`config.mk`:
```
export PLATFORM = sky130hd
export DESIGN_NAME = mem_ctrl
export DESIGN_NICKNAME = d
export VERILOG_FILES = /design/src/rtl/mem_ctrl.sv
export SDC_FILE = /design/constraint.sdc
export NUM_CORES = 1
export LEC_CHECK = 0
export CAP_MARGIN = 30
export CELL_PAD_IN_SITES_DETAIL_PLACEMENT = 0
export CELL_PAD_IN_SITES_GLOBAL_PLACEMENT = 1
export CORE_MARGIN = 5
export CORE_UTILIZATION = 36
export DETAILED_ROUTE_END_ITERATION = 12
export PLACE_DENSITY = 0.88
export SLEW_MARGIN = 20
export SYNTH_ARGS = -nofsm -noshare
export SYNTH_HDL_FRONTEND = slang
export SYNTH_SLANG_ARGS = --single-unit
export TNS_END_PERCENT = 10
```
`constraint.sdc`:
```
create_clock -name clk -period 4.64 [get_ports clk]
set_clock_uncertainty 0.1 [all_clocks]
set_input_delay 0.696 -clock clk [delete_from_list [all_inputs] [get_ports clk]]
set_output_delay 0.696 -clock clk [all_outputs]
set_load 0.005 [all_outputs]
```
`src/rtl/mem_ctrl.sv`:
```
// mem_ctrl -- byte-serial memory controller.
//
// Bridges two 32-bit requesters (instruction refill, load/store) onto an
// 8-bit RAM/IO bus. The load/store port wins arbitration. Each access is
// split into little-endian byte transactions at base+k. Read data is
// reassembled into a zero-extended word.
//
// Ports:
//   clk, rst              clock, synchronous active-high reset
//   rdy                   global ready; low freezes the controller
//   if_req/if_addr        instruction word read request (held until if_done)
//   if_flush              drops a pending or in-flight instruction read
//   if_done/if_data       one-cycle completion pulse and assembled word
//   ls_req/ls_we/ls_size  load/store request, direction, size (0=B,1=H,2/3=W)
//   ls_addr/ls_wdata      load/store byte address and store data
//   ls_done/ls_rdata      one-cycle completion pulse and load data
//   busy                  high whenever the controller is not idle
//   mem_din/mem_dout      RAM/IO read byte / write byte
//   mem_a/mem_wr          RAM/IO byte address / write strobe
//
// Bus timing: the RAM returns the byte for the address driven in cycle c
// during cycle c+1. Reads are therefore pipelined one byte deep.

module mem_ctrl #(
    parameter int ADDR_W = 32,
    parameter int DATA_W = 32
) (
    input  logic              clk,
    input  logic              rst,
    input  logic              rdy,
    input  logic              if_req,
    input  logic [ADDR_W-1:0] if_addr,
    input  logic              if_flush,
    output logic              if_done,
    output logic [DATA_W-1:0] if_data,
    input  logic              ls_req,
    input  logic              ls_we,
    input  logic [1:0]        ls_size,
    input  logic [ADDR_W-1:0] ls_addr,
    input  logic [DATA_W-1:0] ls_wdata,
    output logic              ls_done,
    output logic [DATA_W-1:0] ls_rdata,
    output logic              busy,
    input  logic [7:0]        mem_din,
    output logic [7:0]        mem_dout,
    output logic [ADDR_W-1:0] mem_a,
    output logic              mem_wr
);

    localparam int LANES = DATA_W / 8;
    localparam int IDX_W = $clog2(LANES);
    localparam int CNT_W = IDX_W + 1;

    typedef enum logic [1:0] {IDLE, READ, WRITE, DONE} state_t;

    state_t             state_reg;
    logic [ADDR_W-1:0]  base_reg;
    logic [DATA_W-1:0]  wdata_reg;
    logic [DATA_W-1:0]  buf_reg;
    logic [DATA_W-1:0]  if_data_reg;
    logic [DATA_W-1:0]  ls_rdata_reg;
    logic [CNT_W-1:0]   last_reg;    // index of the final byte (N-1)
    logic [CNT_W-1:0]   cnt_reg;     // read: bytes sampled; write: current byte
    logic               pend_reg;    // read: byte cnt_reg was addressed last cycle
    logic               is_if_reg;
    logic               resume_reg;  // previous cycle had rdy low

    logic [CNT_W-1:0]   ahead;
    logic [CNT_W-1:0]   drive_idx;
    logic [DATA_W-1:0]  buf_next;
    logic [7:0]         wbytes [LANES];

    // Byte lanes: store data slices and read-data merge of the sampled byte.
    genvar gi;
    generate
        for (gi = 0; gi < LANES; gi++) begin : g_lane
            assign wbytes[gi] = wdata_reg[8*gi +: 8];
            assign buf_next[8*gi +: 8] = (cnt_reg == CNT_W'(gi)) ? mem_din
                                                                 : buf_reg[8*gi +: 8];
        end
    endgenerate

    // Next read address index: one ahead of the oldest unsampled byte,
    // clamped at the last byte so nothing past base+N-1 is ever addressed.
    // In the first cycle after a stall the oldest unsampled byte is
    // addressed again, since its earlier response was not captured.
    assign ahead = cnt_reg + CNT_W'(pend_reg);

    always_comb begin
        drive_idx = '0;
        if (state_reg == READ) begin
            if (rdy && resume_reg)
                drive_idx = cnt_reg;
            else if (ahead > last_reg)
                drive_idx = last_reg;
            else
                drive_idx = ahead;
        end else if (state_reg == WRITE) begin
            drive_idx = cnt_reg;
        end
    end

    assign mem_a    = (state_reg == READ || state_reg == WRITE)
                      ? base_reg + ADDR_W'(drive_idx) : '0;
    assign mem_dout = (state_reg == WRITE) ? wbytes[cnt_reg[IDX_W-1:0]] : 8'h00;
    assign mem_wr   = (state_reg == WRITE) && rdy;
    assign busy     = (state_reg != IDLE);
    assign if_done  = (state_reg == DONE) && is_if_reg && rdy && !if_flush;
    assign ls_done  = (state_reg == DONE) && !is_if_reg && rdy;
    assign if_data  = if_data_reg;
    assign ls_rdata = ls_rdata_reg;

    always_ff @(posedge clk) begin
        if (rst) begin
            state_reg    <= IDLE;
            base_reg     <= '0;
            wdata_reg    <= '0;
            buf_reg      <= '0;
            if_data_reg  <= '0;
            ls_rdata_reg <= '0;
            last_reg     <= '0;
            cnt_reg      <= '0;
            pend_reg     <= 1'b0;
            is_if_reg    <= 1'b0;
            resume_reg   <= 1'b0;
        end else begin
            resume_reg <= !rdy;
            if (rdy) begin
                case (state_reg)
                    IDLE: begin
                        cnt_reg  <= '0;
                        pend_reg <= 1'b0;
                        buf_reg  <= '0;
                        if (ls_req) begin
                            base_reg  <= ls_addr;
                            wdata_reg <= ls_wdata;
                            is_if_reg <= 1'b0;
                            case (ls_size)
                                2'd0:    last_reg <= CNT_W'(0);
                                2'd1:    last_reg <= CNT_W'(1);
                                default: last_reg <= CNT_W'(LANES - 1);
                            endcase
                            state_reg <= ls_we ? WRITE : READ;
                        end else if (if_req && !if_flush) begin
                            base_reg  <= if_addr;
                            is_if_reg <= 1'b1;
                            last_reg  <= CNT_W'(LANES - 1);
                            state_reg <= READ;
                        end
                    end
                    READ: begin
                        if (is_if_reg && if_flush) begin
                            state_reg <= IDLE;
                            pend_reg  <= 1'b0;
                        end else if (resume_reg) begin
                            // Re-addressing the oldest byte; nothing valid to sample.
                            pend_reg <= 1'b1;
                        end else begin
                            if (pend_reg) begin
                                buf_reg <= buf_next;
                                cnt_reg <= cnt_reg + 1'b1;
                                if (cnt_reg == last_reg) begin
                                    state_reg <= DONE;
                                    if (is_if_reg)
                                        if_data_reg <= buf_next;
                                    else
                                        ls_rdata_reg <= buf_next;
                                end
                            end
                            pend_reg <= (ahead <= last_reg);
                        end
                    end
                    WRITE: begin
                        // A stalled byte was not strobed, so it simply repeats here.
                        if (cnt_reg == last_reg)
                            state_reg <= DONE;
                        else
                            cnt_reg <= cnt_reg + 1'b1;
                    end
                    default: begin
                        state_reg <= IDLE;
                    end
                endcase
            end
        end
    end

endmodule

```
==> results_dict.tcl, run 1 <==
set metrics [dict create \
    drc_errors 0 \
    min_period_over_period_pct 99.6 \
    p_seq_share_pct 41.6 \
    syn-mean-instance-area_sq_um 8.83 \
    setup_violations 0 \
    synthFlopType "dfxtp_1" \
    grt_max_degree 101 \
    reg2regPathDepth 7 \
    vias 7190 \
    antennaDiodeCount 0 \
    combPwrFrac_pct 19.1 \
    crit_path_start "cnt_reg[0]$_SDFFE_PP0P_" \
    leakage_nw 4.15 \
    yosysSeqAreaShare_pct 42.0 \
    setup_slack_ns 0.0208 \
    async_reset_ff_share_pct 0 \
    clock.fmax_ghz 0.216 \
    p_int_mw 2.76 \
    numPortBuffers 220 \
    drv_cap 0 \
    clk_latency_ns 0.42 \
    final_common_cell "clkdlybuf4s50_1" \
    vdd_ir_drop_max_v 0.000201 \
    post_drt_wl_per_cell_um 16.4 \
    cts_max_level 4 \
    cts_sinks 170 \
    overflow 0 \
    cts_buffers 17 \
    hp-class "reg2reg" \
    gp_congestion 0.785 \
    synth_edf_count 0 \
    rsz0062_at_grt "true" \
    cp.required_ns 3.84 \
    cts_tree "done" \
    start_util_pct 36.9 \
    drt_pass1_iterations 5 \
    wl_mm 23.0 \
    grt_usage_pct 17.5 \
    area_delta_synth_final_pct 40.6 \
    r2r-start "cnt_reg[0]$_SDFFE_PP0P_" \
    cp.arrival_ns 3.82 \
    tns_ns 0 \
    finalPower_mw 3.84 \
    hold_start "wdata_reg[18]$_SDFFE_PP0P_" \
    pre_cts_ws_ns -0.165 \
    yosys_warnings 0 \
    slew_violations 0 \
    r2r_end "if_data[21]$_SDFFE_PP0P_" \
    die_h_um 160 \
    clockRootBuffer "clkbuf_16" \
    hold_path_end "wdata_reg[18]$_SDFFE_PP0P_" \
    hold_viol 0 \
    grt_pass1_wl_mm 37.3 \
    grt_pass1_vias 7003 \
    crit_fanout 6 \
    antenna_found_initial 0 \
    die_w_um 160 \
    cts_buffer_depth 2 \
    synth-seq-cells 170 \
    clockPowerShare_pct 39.3 \
    end_kind "output pin" \
    synthCells 917 \
    synth_area_sq_um 8100 \
    slew_headroom_pct 46.3 \
    syn-num-nets 1047 \
    tightest_slew_ns 0.806 \
    clkTransAtPathRegs_ns 0.06 \
    coreArea_sq_um 22000 \
    start_kind "register" \
    status "completed" \
    r2r_slack_ns 2.12 \
    vias_per_cell 5.11 \
    die_area_sq_um 25600 \
    ant_nets 0 \
    drive_gt1_share_pct 10.8 \
    hold_buffers 0 \
    switchingPower_mw 1.08 \
    final_cell_mix "clkdlybuf4s50_1, dfxtp_1, nor2_1" \
    min_period_ns 4.62 \
    powerDensity_nw_per_um2 337 \
    swShare_pct 28.1 \
    ys_types 47 \
    critPathKind "reg2out" \
    rows 54 \
    io_pins 221 \
    min_delay_path_depth 2 \
    place_hpwl_mm 16.2 \
    final_nets 1243 \
    drt_iter0_drc 356 \
]
==> cell type report <==
cell class | count | area (sq um)
repair buffers | 252 | 2450
clock inverters | 14 | 184
multi-input cells | 656 | 4500
clock buffers | 18 | 439
well taps | 280 | 350
fillers | 2067 | 10600
inverters | 16 | 60.1
flip-flops and latches | 170 | 3410
==> power groups by stage <==
stage / Combinational, mW / Clock [mW] / Sequential, mW
after floorplan: 0.435 / 0 / 1.61
after global placement: 0.705 / 0 / 1.63
after detailed placement: 0.717 / 0 / 1.63
after CTS: 0.718 / 1.55 / 1.60
after global routing: 0.807 / 1.61 / 1.61
final: 0.732 / 1.51 / 1.60
==> synthesized netlist by cell type (all sizes together), types with 10 or more instances <==
cell type	n	area share (%)
dfxtp	170	42
nor2	138	6.4
a211oi	96	8.9
nand2	90	4.2
mux2i	69	8.5
clkbuf	48	2.2
a21oi	41	2.5
and2	34	2.6
a22oi	32	3.0
buf	27	1.5
xnor2	20	2.2
ha	16	2.5
inv	16	0.74
nand3	14	0.93
o21ai	10	0.66
==> critical path, stage by stage (launching register included) <==
cell             delay [ns]
dfxtp_2                0.34
ha_4                   0.16
ha_4                   0.27
ha_4                   0.19
nor2b_4                0.12
o21ai_2                0.14
nand2_2                0.09
mux2i_1                0.21
mux2i_1                0.12
ha_1                   0.29
nand3_1                0.11
nand2_4                0.13
buf_4                  0.13
buf_4                  0.14
nand4_1                0.11
xnor2_1                0.19
and2_1                 0.15
clkdlybuf4s50_1        0.50
==> what timing repair did <==
| action | CTS | global route |
|---|---|---|
| hold endpoints to repair | 0 | 0 |
| setup endpoints to repair | 29 | 28 |
| pin swaps | 15 | 9 |
| setup buffers | 6 | 1 |
| gates resized for setup | 61 | 21 |
==> how the worst max path moves through the flow <==
| stage | to | slack [ns] | depth (start not counted) |
|---|---|---|---|
| 2_1_floorplan | mem_a[16] | 0.57 | 15 |
| 6_report | mem_a[13] | 0.02 | 17 |
| 3_5_place_dp | mem_a[16] | -0.17 | 16 |
| 3_3_place_gp | mem_a[16] | -0.08 | 16 |
| 4_1_cts | mem_a[19] | -0.09 | 16 |
| 5_1_grt | mem_a[22] | -0.19 | 18 |
==> stage by stage <==
step                      hold WS [ns]  instance area [sq um]  cells  utilization (%)
after floorplan                  0.333                   8100    917                -
after global placement           0.340                  10500   1362             47.8
after detailed placement         0.348                  10500   1363             47.9
after CTS                        0.357                  11300   1401             51.4
after global routing             0.378                  11400   1406             51.8
final                            0.353                  11400   1406             51.8
==> metal layers <==
| layer | wire length [um] | part of all wire, % | global-route usage, % |
|---|---|---|---|
| met5 | 0 | 0 | 0 |
| met4 | 254 | 1.1 | 3.79 |
| met3 | 1420 | 6.2 | 4.95 |
| met2 | 10600 | 46 | 28.2 |
| met1 | 10700 | 47 | 23.6 |
==> cell families after synthesis <==
| group | after synthesis | share of synthesized area (%) |
|---|---|---|
| and+or+nand+nor | 337 | 19.8 |
| DFF | 170 | 42.0 |
| AOI/OAI and AO/OA | 197 | 17.1 |
| xor gates and xnor gates | 26 | 2.81 |
| adders and majority gates | 17 | 2.72 |
| buffers and inverters | 91 | 4.48 |
| muxes | 79 | 11.0 |
Note: power is estimated with default switching activity, not from simulation.
==> run 2, diff against run 1 <==
- CORE_UTILIZATION: 36 -> 39
- PLACE_DENSITY: 0.88 -> 0.93
- clock period: 4.64 -> 5.65 ns (I/O delays scaled with it)
==> results_dict.tcl, run 2 (synthesis results as in run 1) <==
set metrics [dict create \
    vias_per_cell 5.16 \
    io_pins 221 \
    multi_input_area_sq_um 4350 \
    finalPower_mw 3.03 \
    die_area_sq_um 23700 \
    setup_slack_ns 0.408 \
    end_kind "output pin" \
    slew_headroom_pct 46.1 \
    vdd_ir_drop_max_v 0.000255 \
    cts_buffer_depth 2 \
    clock.fmax_ghz 0.191 \
    rows 52 \
    die_w_um 154 \
    rsz0062_at_grt "false" \
    grt_pass1_wl_mm 36.2 \
    min_period_over_period_pct 92.8 \
    area_delta_synth_final_pct 36.4 \
    die_h_um 154 \
    gp_congestion 0.826 \
    grt_usage_pct 18.4 \
    vias 7113 \
    grt.met3_usage_pct 5.20 \
    cts_max_level 4 \
    antennaDiodeCount 0 \
    grt_pass1_vias 6885 \
    drt_pass1_iterations 4 \
    numPortBuffers 220 \
    overflow 0 \
    drc_errors 0 \
    slew_violations 0 \
    crit_fanout 5 \
    coreArea_sq_um 20400 \
    grt_max_degree 65 \
    pre_cts_ws_ns 0.643 \
    cts_tree "done" \
    hp-class "reg2reg" \
    grtUsageMet2_pct 30.0 \
    cp.required_ns 4.70 \
    clk_latency_ns 0.42 \
    wl_mm 22.1 \
    r2r_end "buf_reg[20]$_SDFFE_PP0P_" \
    top_usage_layer "met2" \
    start_kind "register" \
    drt_iter0_drc 349 \
    use_met1_pct 24.0 \
    reg2regPathDepth 7 \
    r2r_slack_ns 3.09 \
    start_util_pct 39.8 \
    instances_no_fill 1378 \
    placedCellCount 1342 \
    min_period_ns 5.24 \
    drive_gt1_share_pct 6.86 \
    clockRootBuffer "clkbuf_16" \
    hold_viol 0 \
    hold_ws_ns 0.353 \
    min_delay_path_depth 2 \
    hold_path_end "wdata_reg[20]$_SDFFE_PP0P_" \
    status "completed" \
    cts_sinks 170 \
    ant_nets 0 \
    critPathKind "reg2out" \
    n_fill_cell 1904 \
    tns_ns 0 \
    r2r-start "state_reg[1]$_SDFFE_PP0P_" \
    hold_buffers 0 \
    final_cell_mix "clkdlybuf4s50_1, dfxtp_1, nor2_1" \
    cp.arrival_ns 4.29 \
    clkTransAtPathRegs_ns 0.07 \
    register_area_sq_um 3400 \
    final_common_cell "clkdlybuf4s50_1" \
    hold_start "wdata_reg[20]$_SDFFE_PP0P_" \
    drv_cap 0 \
    antenna_found_initial 0 \
    post_drt_wl_per_cell_um 16.0 \
    cts_buffers 17 \
    final_nets 1225 \
    leakage_nw 3.84 \
    tightest_slew_ns 0.808 \
    setup_violations 0 \
    place_hpwl_mm 15.7 \
    powerDensity_nw_per_um2 274 \
]
-- run 2: cell count changes in the layout (fill, tap and decap cells not counted), sizes merged, moves of 2 or more --
cell	before	now
buf	40	16
clkdlybuf4s50	200	218
bufinv	3	0
dlygate4sd2	4	0
clkbuf	19	17
clkinv	4	8
dlymetal6s2s	4	0
clkdlybuf4s15	3	0
-- run 2: per-layer routing --
layer / vias up / share of wire (%)
li1: 3584 / -
met1: 3297 / 45
met2: 210 / 47
met3: 22 / 6.8
met4: 0 / 1.5
met5: - / 0
-- run 2: worst max path at each step --
stage / cells after the start / slack, ns / end / from
2_1_floorplan: 15 / 1.43 / mem_a[16] / cnt_reg[0]$_SDFFE_PP0P_
4_1_cts: 16 / 0.16 / mem_a[16] / pend_reg$_SDFFE_PP0P_
5_1_grt: 16 / 0.02 / mem_a[16] / pend_reg$_SDFFE_PP0P_
3_5_place_dp: 11 / 0.64 / mem_a[16] / rdy
6_report: 17 / 0.41 / mem_a[24] / pend_reg$_SDFFE_PP0P_
3_3_place_gp: 11 / 0.68 / mem_a[16] / rdy
-- run 2: metrics by stage --
step                util, %  instance area [sq um]
floorplan                 -                   8100
global placement       51.1                  10400
detailed placement     51.1                  10400
CTS                    54.0                  11000
global route           54.2                  11000
finish                 54.2                  11000
-- run 2: worst max-delay path: stages, from the launching register on --
cell and delay [ns]:
dfxtp_1 0.33, ha_1 0.18, ha_1 0.29, ha_1 0.29, nor2b_1 0.13, o21ai_1 0.16, nand2_1 0.12, mux2i_1 0.13
mux2i_1 0.14, ha_1 0.19, inv_1 0.06, fa_1 0.44, nor2b_4 0.17, o2111a_1 0.32, nand4_1 0.14, xnor2_1 0.16
and2_1 0.13, clkdlybuf4s50_1 0.50
-- run 2: where the power goes --
part	leakage [nW]	internal, mW	switching [mW]
clock	0.284	0.590	0.547
combinational	2.17	0.281	0.296
sequential	1.38	1.26	0.0575
total	3.84	2.13	0.900
-- run 2: timing repair --
| action | 4_1_cts | 5_1_grt |
|---|---|---|
| setup buffers | 0 | 0 |
| resized for setup | 0 | 5 |
| setup endpoints to repair | 0 | 14 |
-- run 2: area by class of cell --
type                    instances  share of cell area, %
clock buffers                  17                   3.85
well taps                     270                   3.06
clock inverters                15                   1.44
multi-input cells             656                   39.4
repair buffers                234                   20.9
inverters                      16                  0.544
flip-flops and latches        170                   30.8
